--- src/rtl/path_dump_if.sv ---
// rtl/path_dump_if.sv - SRAM read bus and path-cell stream bundle for path_dump
interface path_dump_if #(
  parameter int ADDR_WIDTH = 8,
  parameter int DATA_WIDTH = 8
);
  logic [ADDR_WIDTH-1:0] address;
  logic [DATA_WIDTH-1:0] data_in;
  logic                  cs;
  logic                  we;
  logic                  path_valid;
  logic                  path_ready;
  logic [ADDR_WIDTH-1:0] path_addr;

  modport master (
    output address, cs, we, path_valid, path_addr,
    input  data_in, path_ready
  );

  modport slave (
    input  address, cs, we, path_valid, path_addr,
    output data_in, path_ready
  );
endinterface

--- src/rtl/path_dump.sv ---
// rtl/path_dump.sv - scans the maze SRAM after routing and streams out every routed-path cell
module path_dump #(
  parameter int                    DATA_WIDTH = 8,
  parameter int                    ADDR_WIDTH = 8,
  parameter logic [DATA_WIDTH-1:0] PATH_MARK  = 8'h02
) (
  input  logic              clk,
  input  logic              reset,
  input  logic              D,
  output logic              busy,
  output logic [ADDR_WIDTH:0] path_count,
  output logic              scan_done,
  path_dump_if.master       bus
);

  typedef enum logic [2:0] {IDLE, RD, CHK, OUT, FIN} state_t;

  state_t                state, state_nx;
  logic                  d_q;
  logic [ADDR_WIDTH-1:0] ptr;
  logic                  path_valid_q;
  logic [ADDR_WIDTH-1:0] path_addr_q;
  logic                  cs_c;
  logic [ADDR_WIDTH-1:0] addr_c;
  logic                  trigger;
  logic                  match;
  logic                  last;
  logic                  handshake;

  assign trigger   = D && !d_q;
  assign match     = (bus.data_in == PATH_MARK);
  assign last      = &ptr;
  assign handshake = path_valid_q && bus.path_ready;

  assign bus.cs         = cs_c;
  assign bus.address    = addr_c;
  assign bus.we         = 1'b0;
  assign bus.path_valid = path_valid_q;
  assign bus.path_addr  = path_addr_q;

  always_ff @(posedge clk or posedge reset) begin
    if (reset) begin
      state <= IDLE;
    end else begin
      state <= state_nx;
    end
  end

  always_comb begin
    state_nx = state;
    cs_c     = 1'b0;
    addr_c   = '0;
    busy     = 1'b1;
    case (state)
      IDLE: begin
        busy = 1'b0;
        if (trigger) state_nx = RD;
      end
      RD: begin
        cs_c     = 1'b1;
        addr_c   = ptr;
        state_nx = CHK;
      end
      CHK: begin
        if (match)     state_nx = OUT;
        else if (last) state_nx = FIN;
        else           state_nx = RD;
      end
      OUT: begin
        if (handshake) state_nx = last ? FIN : RD;
      end
      FIN:     state_nx = IDLE;
      default: state_nx = IDLE;
    endcase
  end

  // The address 255 cell ends the scan whether or not it matched, so the pointer never wraps.
  always_ff @(posedge clk or posedge reset) begin
    if (reset) begin
      d_q          <= 1'b0;
      ptr          <= '0;
      path_valid_q <= 1'b0;
      path_addr_q  <= '0;
      path_count   <= '0;
      scan_done    <= 1'b0;
    end else begin
      d_q       <= D;
      scan_done <= (state == FIN);
      case (state)
        IDLE: begin
          if (trigger) begin
            ptr        <= '0;
            path_count <= '0;
          end
        end
        CHK: begin
          if (match) begin
            path_addr_q  <= ptr;
            path_valid_q <= 1'b1;
            path_count   <= path_count + (ADDR_WIDTH+1)'(1);
          end else if (!last) begin
            ptr <= ptr + ADDR_WIDTH'(1);
          end
        end
        OUT: begin
          if (handshake) begin
            path_valid_q <= 1'b0;
            if (!last) ptr <= ptr + ADDR_WIDTH'(1);
          end
        end
        default: ;
      endcase
    end
  end

endmodule

--- src/flat_wrapper.sv ---
// flat-port wrapper written by rule: the top's interface ports become plain ports
module path_dump_flat 
#(
  parameter int                    DATA_WIDTH = 8,
  parameter int                    ADDR_WIDTH = 8,
  parameter logic [DATA_WIDTH-1:0] PATH_MARK  = 8'h02
)
  (clk, reset, D, busy, path_count, scan_done, bus_address, bus_cs, bus_we, bus_path_valid, bus_path_addr, bus_data_in, bus_path_ready);
  path_dump_if #(.ADDR_WIDTH(ADDR_WIDTH), .DATA_WIDTH(DATA_WIDTH)) bus_i ();
  input  logic clk;
  input  logic reset;
  input  logic D;
  output logic busy;
  output logic [ADDR_WIDTH:0] path_count;
  output logic scan_done;
  output wire logic [$bits(bus_i.address)-1:0] bus_address;
  output wire logic [$bits(bus_i.cs)-1:0] bus_cs;
  output wire logic [$bits(bus_i.we)-1:0] bus_we;
  output wire logic [$bits(bus_i.path_valid)-1:0] bus_path_valid;
  output wire logic [$bits(bus_i.path_addr)-1:0] bus_path_addr;
  input wire logic [$bits(bus_i.data_in)-1:0] bus_data_in;
  input wire logic [$bits(bus_i.path_ready)-1:0] bus_path_ready;
  assign bus_address = bus_i.address;
  assign bus_cs = bus_i.cs;
  assign bus_we = bus_i.we;
  assign bus_path_valid = bus_i.path_valid;
  assign bus_path_addr = bus_i.path_addr;
  assign bus_i.data_in = bus_data_in;
  assign bus_i.path_ready = bus_path_ready;
  path_dump #(.DATA_WIDTH(DATA_WIDTH), .ADDR_WIDTH(ADDR_WIDTH), .PATH_MARK(PATH_MARK)) u_core (.clk(clk), .reset(reset), .D(D), .busy(busy), .path_count(path_count), .scan_done(scan_done), .bus(bus_i));
endmodule
--- config.mk ---
export PLATFORM = sky130hd
export DESIGN_NAME = path_dump_flat
export DESIGN_NICKNAME = d
export VERILOG_FILES = /design/src/rtl/path_dump_if.sv /design/src/rtl/path_dump.sv /design/src/flat_wrapper.sv
export SDC_FILE = /design/constraint.sdc
export NUM_CORES = 1
export LEC_CHECK = 0
export ABC_CLOCK_PERIOD_IN_PS = 6400
export CORE_MARGIN = 5
export CORE_UTILIZATION = 25
export DETAILED_ROUTE_END_ITERATION = 7
export PLACE_DENSITY = 0.56
export SLEW_MARGIN = 40
export SYNTH_ARGS = -nofsm -noshare
export SYNTH_HDL_FRONTEND = slang
export SYNTH_SLANG_ARGS = --single-unit
--- constraint.sdc ---
create_clock -name clk -period 6.4 [get_ports clk]
set_clock_uncertainty 0.2 [all_clocks]
set_input_delay 1.28 -clock clk [delete_from_list [all_inputs] [get_ports clk]]
set_output_delay 1.28 -clock clk [all_outputs]
set_load 0.05 [all_outputs]
======== Word-level counts from Yosys, hierarchy flattened ========
Cells that the tools add are included.
operators by class
  add/subtract/negate cells ............... 2
  equality and inequality tests ........... 9
  muxes and demuxes ....................... 19
  reduce and logical (&&, ||, !) cells .... 13
operators with widths
  kind                 number
  $mux 8               5
  $pmux 8 s3           1
  $mux 9               2
  $pmux 9 s2           1
  $mux 3               4
  $pmux 3 s4           1
  $add 9x1->9 const B  1
  $add 8x1->8 const B  1
  $eq 8x2->1 const B   1
  $reduce_and 8->1     1
  $eq 3x2->1 const B   2
  $ne 2x1->1 const B   3
  $reduce_and 3->1     2
  $mux 1               4
  $reduce_and 2->1     2
  $reduce_and 4->1     1
  $reduce_bool 2->1    2
  $eq 3x1->1 const B   1
  $eq 3x3->1 const B   1
  $logic_not 3->1      1
  $reduce_bool 3->1    1
  $logic_and 1x1->1    2
  $ne 2x2->1 const B   1
  $pmux 1 s2           1
  $logic_not 1->1      1
storage, ports and cells
  bits in registers ....................... 31
  word-level logic and storage cells ...... 50

======== Depth between registers and ports, before layout ========
Gate-level depths: netlist (run 1).
  depth in word-level cells ............... 4
  mapped depth ............................ 8

======== Worst setup path after synthesis (run 1) ========
No wires, ideal clock.
  path kind ............................... register to output
  start point ............................. register u_core.state[2]
  end point ............................... output bus_address[0]
  arrival time ............................ 1.972 ns
  required time ........................... 4.920 ns
  setup slack ............................. 2.948 ns
  cell stages (with the launch flop) ...... 4
  buffers on the path ..................... 0
  cell sequence ........................... dfrtp_1 nand2b_1 nor2_1 and2_1
on the way
  cells in the longest elaborated chain, start to end .. 2
RTL lines
  element                 RTL line            text
  start, declared         path_dump.sv:18     state_t state, state_nx;
  start signal, assigned  path_dump.sv:45     state <= state_nx;
  $eq 3x1->1              path_dump.sv:54     case (state)
  $mux 8                  path_dump.sv:54
  end, declared           flat_wrapper.sv:16  output wire logic [$bits(bus_i.address)-1:0] bus_address;
Every way passes these cells.

======== Final worst setup path (run 1) ========
  start point ............................. register u_core.state[2]
  end point ............................... output bus_address[3]
The elaborated chain is that of the path after synthesis.

==> results of run 1 <==
-- metal layers --
layer  routed length (µm)  part of all wire
met1                 1670              0.44
met2                 1910              0.50
met3                  222             0.058
met4                   35            0.0091
met5                    0                 0
-- critical path, stage by stage (launching register included) --
cell             delay (ps)
dfrtp_1                 430
nand2b_1                250
nor2_1                  370
and2_1                  190
clkdlybuf4s50_1         800
-- logic make-up after synthesis --
logic type | after synthesis
AO/OA/AOI/OAI | 30
XOR/XNOR | 5
adder cells (fa/ha/maj) | 2
buffers and inverters | 10
flip-flops | 31
multiplexers | 1
other | 1
AND/OR/NAND/NOR | 93
-- stage by stage --
stage          cell area [µm²]  power, W  hold WS (ps)
5_1_grt                   2170  0.000657           292
6_report                  2170  0.000620           278
2_1_floorplan             1590  0.000382           282
4_1_cts                   2170  0.000627           283
3_5_place_dp              2050  0.000427           266
3_3_place_gp              2050  0.000428           265
-- placed cells by master (no fill, tap or decap), types with 2 or more instances in the layout --
cell type / count
nor3b_1: 2
nand3_1: 9
nor4_1: 2
a21oi_1: 5
a31oi_1: 2
o21a_1: 3
xnor2_1: 2
or3_1: 4
xor2_1: 3
nand4_1: 3
and2_1: 7
nor3_1: 4
ha_1: 2
clkbuf_8: 6
o21ai_0: 8
and3_1: 3
nand2b_1: 3
inv_1: 3
dfrtp_1: 31
nand2_1: 36
o31a_1: 2
clkdlybuf4s50_1: 40
nor2_1: 13
-- path summary, 6_finish.rpt --
kind | slack (ps) | start | endpoint | cells past startpoint
worst min register to register | 280 | u_core.bus.path_addr[4] | u_core.bus.path_addr[4] | 2
worst max register to register | 3920 | u_core.state[1] | u_core.path_count[3] | 4
worst max-delay path | 2600 | u_core.state[2] | bus_address[3] | 4
worst min-delay path | 280 | u_core.bus.path_addr[4] | u_core.bus.path_addr[4] | 2
min in group asynchronous | 1190 | reset | u_core.path_count[7] | 3
max in group asynchronous | 4530 | reset | u_core.state[2] | 3
-- sequential cells by signal, indices dropped and copies added, names as in the netlist --
name	cells
u_core.scan_done	1
u_core.d_q	1
u_core.ptr	8
u_core.bus.path_addr	8
u_core.state	3
u_core.bus.path_valid	1
u_core.path_count	9
-- area by class of cell --
| class | instances | share of cell area |
|---|---|---|
| inverters | 3 | 0.00519 |
| clock inverters | 2 | 0.0161 |
| well taps | 77 | 0.0444 |
| flip-flops and latches | 31 | 0.357 |
| repair buffers | 41 | 0.188 |
| clock buffers | 6 | 0.0380 |
| multi-input cells | 132 | 0.351 |
-- power by group --
part / internal (W) / leakage [nW] / switching, W / total, W
Combinational: 0.0000604 / 0.426 / 0.000104 / 0.000165
Sequential: 0.000218 / 0.417 / 0.0000403 / 0.000258
Clock: 0.000126 / 0.0612 / 0.0000717 / 0.000198
Total: 0.000404 / 0.905 / 0.000216 / 0.000620
==> impl.org, run 1 <==
** Outcome
- Result of the run :: completed

** Synth
- After synthesis, the share of flip-flops with an asynchronous set or reset is 1.00.
- Number of synthesized flops with an enable pin :: 0
- Synth warn :: 0
- Flop and latch count out of synthesis :: 31
- Leading area contributor after synthesis :: dfrtp_1
- Synth Area in Adders :: 0.0157
- Area share of xor/xnor cells in the synthesized design :: 0.0275
- Synthesis produced 173 cells.
- The most common cell in the synthesized netlist is nand2_1.
- For this run, the register share of the synthesized area comes to 0.487.
- Largest family of logic cells by synthesized area :: simple AND/OR/NAND/NOR gates
- Portion of netlist area occupied by mux cells :: 0.00628
- Distinct cell type count of the synthesized netlist :: 44
- Of the total synthesized cell area, the portion taken by AND, OR, NAND and NOR gates is 0.291.
- The commonest cells after synthesis are nand2_1 (36), dfrtp_1 (31), nor2_1 (13).
- Share of the synthesized area in the top cell type :: 0.487
- Ranked by total cell area, the synthesized netlist is headed by dfrtp_1 (49%), nand2_1 (8.5%), nor2_1 (3.1%).
- The mapped netlist covers 1590 µm².
- A synthesized cell averages 9.21 µm².
- Top FF cell, synth :: dfrtp_1
- When the netlist entered floorplanning its net count stood at 187.
- The compound-cell area share of the yosys netlist is 0.135.

** Clock network
- In this run, post-CTS hold repair placed 0 buffers.
- Quantity of gates resized following cts :: 0
- Clock Sink Count :: 31
- Buffers added to address setup during post-CTS repair amount to 0.
- Cell at the root of the clock tree :: clkbuf_8
- After clock tree synthesis, the clock-pin slew on the worst setup and hold paths is 60 ps.
- TritonCTS built the clock tree.
- Number of buffers inserted during clock tree synthesis :: 5
- H-tree lvl count :: 2
- In this run the deepest clock path goes through 2 buffers.
- Clock latency on the worst-skew pair, taken at its later pin, is about 280 ps.

** Critical path
- Of all nets on the critical path, the largest fanout is 8.
- Worst path required time :: 4920 ps
- Worst setup SP type :: register
- CP Data Arrival Time :: between 2000 and 2500 ps
- Crit. End Element :: output port
- The critical path in this run is classified as register to output port.

** Floorplanning
- The die covers 8070 µm².
- Core Rows :: 29
- Measured along the x axis, the die boundary spans roughly 90 µm.
- Pin placement for this block handled between 40 and 50 I/O pins.
- The floorplan step defined a core boundary enclosing 6280 µm².
- From bottom edge to top edge, the die measures ~90 µm.
- For this configuration, the core starts out at a cell density of 0.254.

** Power
- Standby leakage power :: 0.905 nW
- Power spread over the standard cell area amounts to 286 nW/µm².
- VDD sags by at most 135 µV.

** GRT
- Routing usage on met3 :: 0.0359
- In the global route stage, overall resource usage came out at 0.0968.
- After global routing the overflow that remains totals 0.
- For met1 alone, demand over resource in global routing was 0.117.
- The number of antenna violations at the first check in global routing was 0.
- Largest net degree at the start of global routing :: 32
- Met2 capacity usage during global routing :: 0.163
- Grt peak-use layer :: met2
- The first global-routing pass estimated about 6.3 mm of wire.
- The number of global-route vias before repair was 1,245.

** Drt
- Detailed-route wire length per cell :: about 13 µm
- Aggregate routed wire length :: 3.84 mm
- Count of TritonRoute iterations in the first routing pass :: 4
- The detail route stage leaves a number of antenna-violating nets equal to 0.
- Initial DRC Count :: 32
- The routed layout has 1,323 vias.
- Remaining routing DRC violations :: 0
- Using the TritonRoute via totals, the vias-per-cell ratio works out to 4.53.

** Placed design
- Estimated wirelength of the detail-placed design :: 2.81 mm
- Buffers placed on the I/O ports in this run total 40.
- Before CTS, the worst setup slack after placement is roughly 2700 ps.
- In this run, placement finished with an instance count of 284.
- Routability-driven placement finished with a final weighted congestion of 0.722.

** Final layout
- Core occupancy in the finished layout :: 0.346
- In the final layout, flip-flops and latches occupy approximately 780 µm².
- Final net count :: between 200 and 250
- Leaving out filler cells and counting taps, the final layout contains 292.
- Count of antenna diodes in the layout :: 0
- The multi-input combinational cells in the finished layout cover a total of 762 µm².
- In the final layout, the share of cells above drive strength 1 is 0.0744.
- The layout has 636 filler cells.
- P&R area growth vs syn :: 36.3%

** STA
- Final worst-path setup slack :: 2600 ps
- Setup repair after global routing left no endpoint under its margin.
- The smallest clock period supported by the final layout is computed as 3800 ps.
- Static timing analysis puts the maximum clock frequency at approximately 260 MHz.
- Relative slew slack :: 0.498
- Endpoints failing hold :: 0
- Final-report max-slew violation count :: 0
- For the pin with the worst max-slew slack, the measured transition is 750 ps.
- Setup Viol. Count Final :: 0
- Post-route setup TNS :: 0 ps
- Final cycle utilization of the critical path :: 0.594

** Worst hold path
- Worst min path class :: register to register

** Flow run
- Max-Cap Viols :: 0
No activity file was read; power rests on OpenSTA's default activity.
==> run 2: changes to the inputs <==
Settings changed: ABC_CLOCK_PERIOD_IN_PS 6400 to 3500.
Clock period 6.4 ns to 3.5 ns, I/O delays scaled along.
==> impl.org, run 2 (same netlist as run 1, synthesis figures left out) <==
** STA
- The clock period could shrink to 3240 ps.
- Slew at the pin closest to its max-slew limit :: 541 ps
- Final cycle utilization of the critical path :: 0.926
- Setup repair after global routing left no endpoint under its margin.
- Static timing analysis puts the maximum clock frequency at 309 MHz.
- Post-route setup TNS :: 0 ps
- Setup violations remaining at the end of the flow were counted as 0.
- Measured against its own limit, the worst slew margin works out to 0.638.
- Final-report max-slew violation count :: 0
- Endpoints failing hold :: 0

** Floorplanning
- Core Rows :: 29
- Number of primary I/O pins :: 42
- Initial Util :: 0.254
- Die ar. :: 8070 µm²
- The floorplan step defined a core boundary enclosing 6280 µm².
- Horizontal die dimension :: 89.8 µm
- Die height :: about 90 µm

** GRT
- Via count of the first global-routing pass :: ~1,300
- The first global-routing pass estimated 6.71 mm of wire.
- The number of antenna violations at the first check in global routing is 0.
- Total track usage :: 0.101
- Global routing finished with a remaining overflow of 0.
- Entering global routing, the biggest net connects 32 pins.

** Critical path
- STA classifies the critical path endpoint as an output port.
- Setup slack, reg-to-reg :: between 1000 and 1500 ps
- Peak fanout along the critical path :: 9
- By startpoint and endpoint, the worst setup path is classified as register to output port.
- Worst path required time :: 2600 ps
- CP Data Arrival Time :: 2340 ps
- STA classifies the critical path startpoint as a register.

** Clock network
- Clock Sink Count :: 31
- Clock latency on the worst-skew pair, taken at its later pin, is around 270 ps.
- CTS tree :: done
- Largest buffer count on any clock path :: 2
- Clock tree synthesis selected as its root buffer the cell clkbuf_8.
- In this run, CTS created clock tree buffers numbering 5.
- The H-tree was split into 2 levels.
- After clock tree synthesis, the repair step resized 0 gates.
- Clock-pin slew was measured on the worst setup and hold paths at 70 ps.
- Hold repair after CTS inserted 0 buffers.
- Once the clock tree was built, the setup fixing pass inserted 0 buffers.

** Final layout
- The net count of the finished layout is 231.
- Top library cells by usage in the layout, fill and taps aside :: clkdlybuf4s50_1 (40), nand2_1 (36), dfrtp_1 (31), nor2_1 (13), nand3_1 (9)
- P&R area growth vs syn :: 36.6%
- Leaving out filler cells and counting taps, the final layout contains 295.
- Fill cells :: roughly 640
- Count of antenna diodes in the layout :: 0
- Fraction of final layout cells sized beyond drive strength 1 :: 0.0826
- Most common cell after layout, fill and taps aside :: clkdlybuf4s50_1
- Max FFs per register :: 9
- u_core.path_count holds more flip-flops than any other register.

** Placed design
- I/O Buffers :: 40
- Routability congestion estimate :: 0.709
- Estimated wirelength of the detail-placed design :: 2.93 mm
- Post-placement cell count :: roughly 290

** Drt
- Residual antenna-violating net count after detailed routing :: 0
- After detailed routing, the number of vias per cell comes to roughly 4.5.
- Initial DRC Count :: 61
- Count of TritonRoute iterations in the first routing pass :: 4
- Remaining routing DRC violations :: 0
- For this block, the routed nets add up to 3.82 mm of wire.
- Dividing the detail-routed wire length by the instance count gives 12.9 µm.
- Via count :: 1,342

** Worst hold path
- The tightest min-delay check is of the register to register type.

** Power
- Standby leakage power :: 0.910 nW
- Power spread over the standard cell area amounts to approximately 500 nW/µm².
- VDD sags by at most about 280 µV.

** Outcome
- Result of the run :: completed

** Flow run
- Max-Cap Viols :: 0
-- run 2: cell types whose count changed in the layout (fill, tap and decap cells not counted) --
cell,delta
buf_4,+3
bufinv_16,-1
clkinv_2,-1
clkbuf_1,+1
clkbuf_8,+1
-- run 2: metal layers --
metal | wire length (µm) | GRT usage | part of all wire | vias to the layer above
li1 | - | - | - | 695
met1 | 1690 | 0.123 | 0.44 | 624
met2 | 1950 | 0.170 | 0.51 | 21
met3 | 158 | 0.0334 | 0.041 | 2
met4 | 22 | 0.0264 | 0.0058 | 0
met5 | 0 | 0 | 0 | -
-- run 2: worst max-delay path, cell delays in order (launching register included) --
cell,delay (ps)
dfrtp_1,490
nand2b_1,190
nor2_1,380
and2_1,190
clkdlybuf4s50_1,800
-- run 2: cell type report --
class / instances / area [µm²] / share of cell area
clock buffer: 8 / 100 / 0.0460
sequential: 31 / 776 / 0.357
multi-input combinational: 132 / 762 / 0.350
timing repair buffer: 44 / 430 / 0.198
inverter: 3 / 11.3 / 0.00518
tap: 77 / 96.3 / 0.0443
-- run 2: worst paths after layout --
kind	from	to	cells past startpoint
max in group asynchronous	reset	u_core.ptr[1]	3
worst min register to register	u_core.bus.path_addr[3]	u_core.bus.path_addr[3]	2
worst max register to register	u_core.state[1]	u_core.ptr[3]	5
min in group asynchronous	reset	u_core.path_count[7]	3
worst min-delay path	u_core.bus.path_addr[3]	u_core.bus.path_addr[3]	2
worst max-delay path	u_core.state[0]	bus_address[4]	4
-- run 2: power by group --
| part | internal, W | total (W) | switching, W |
|---|---|---|---|
| logic | 0.000111 | 0.000303 | 0.000192 |
| clock network | 0.000179 | 0.000305 | 0.000126 |
| registers | 0.000398 | 0.000469 | 0.0000709 |
-- run 2: through the flow --
step	util	hold slack [ps]	cell area, µm²	setup WS (ps)	total power, W
after floorplan	-	282	1590	628	0.000699
after global placement	0.331	266	2080	543	0.000784
after detailed placement	0.331	266	2080	532	0.000782
after CTS	0.347	282	2180	232	0.00109
after global routing	0.347	295	2180	119	0.00115
final	0.347	273	2180	259	0.00108
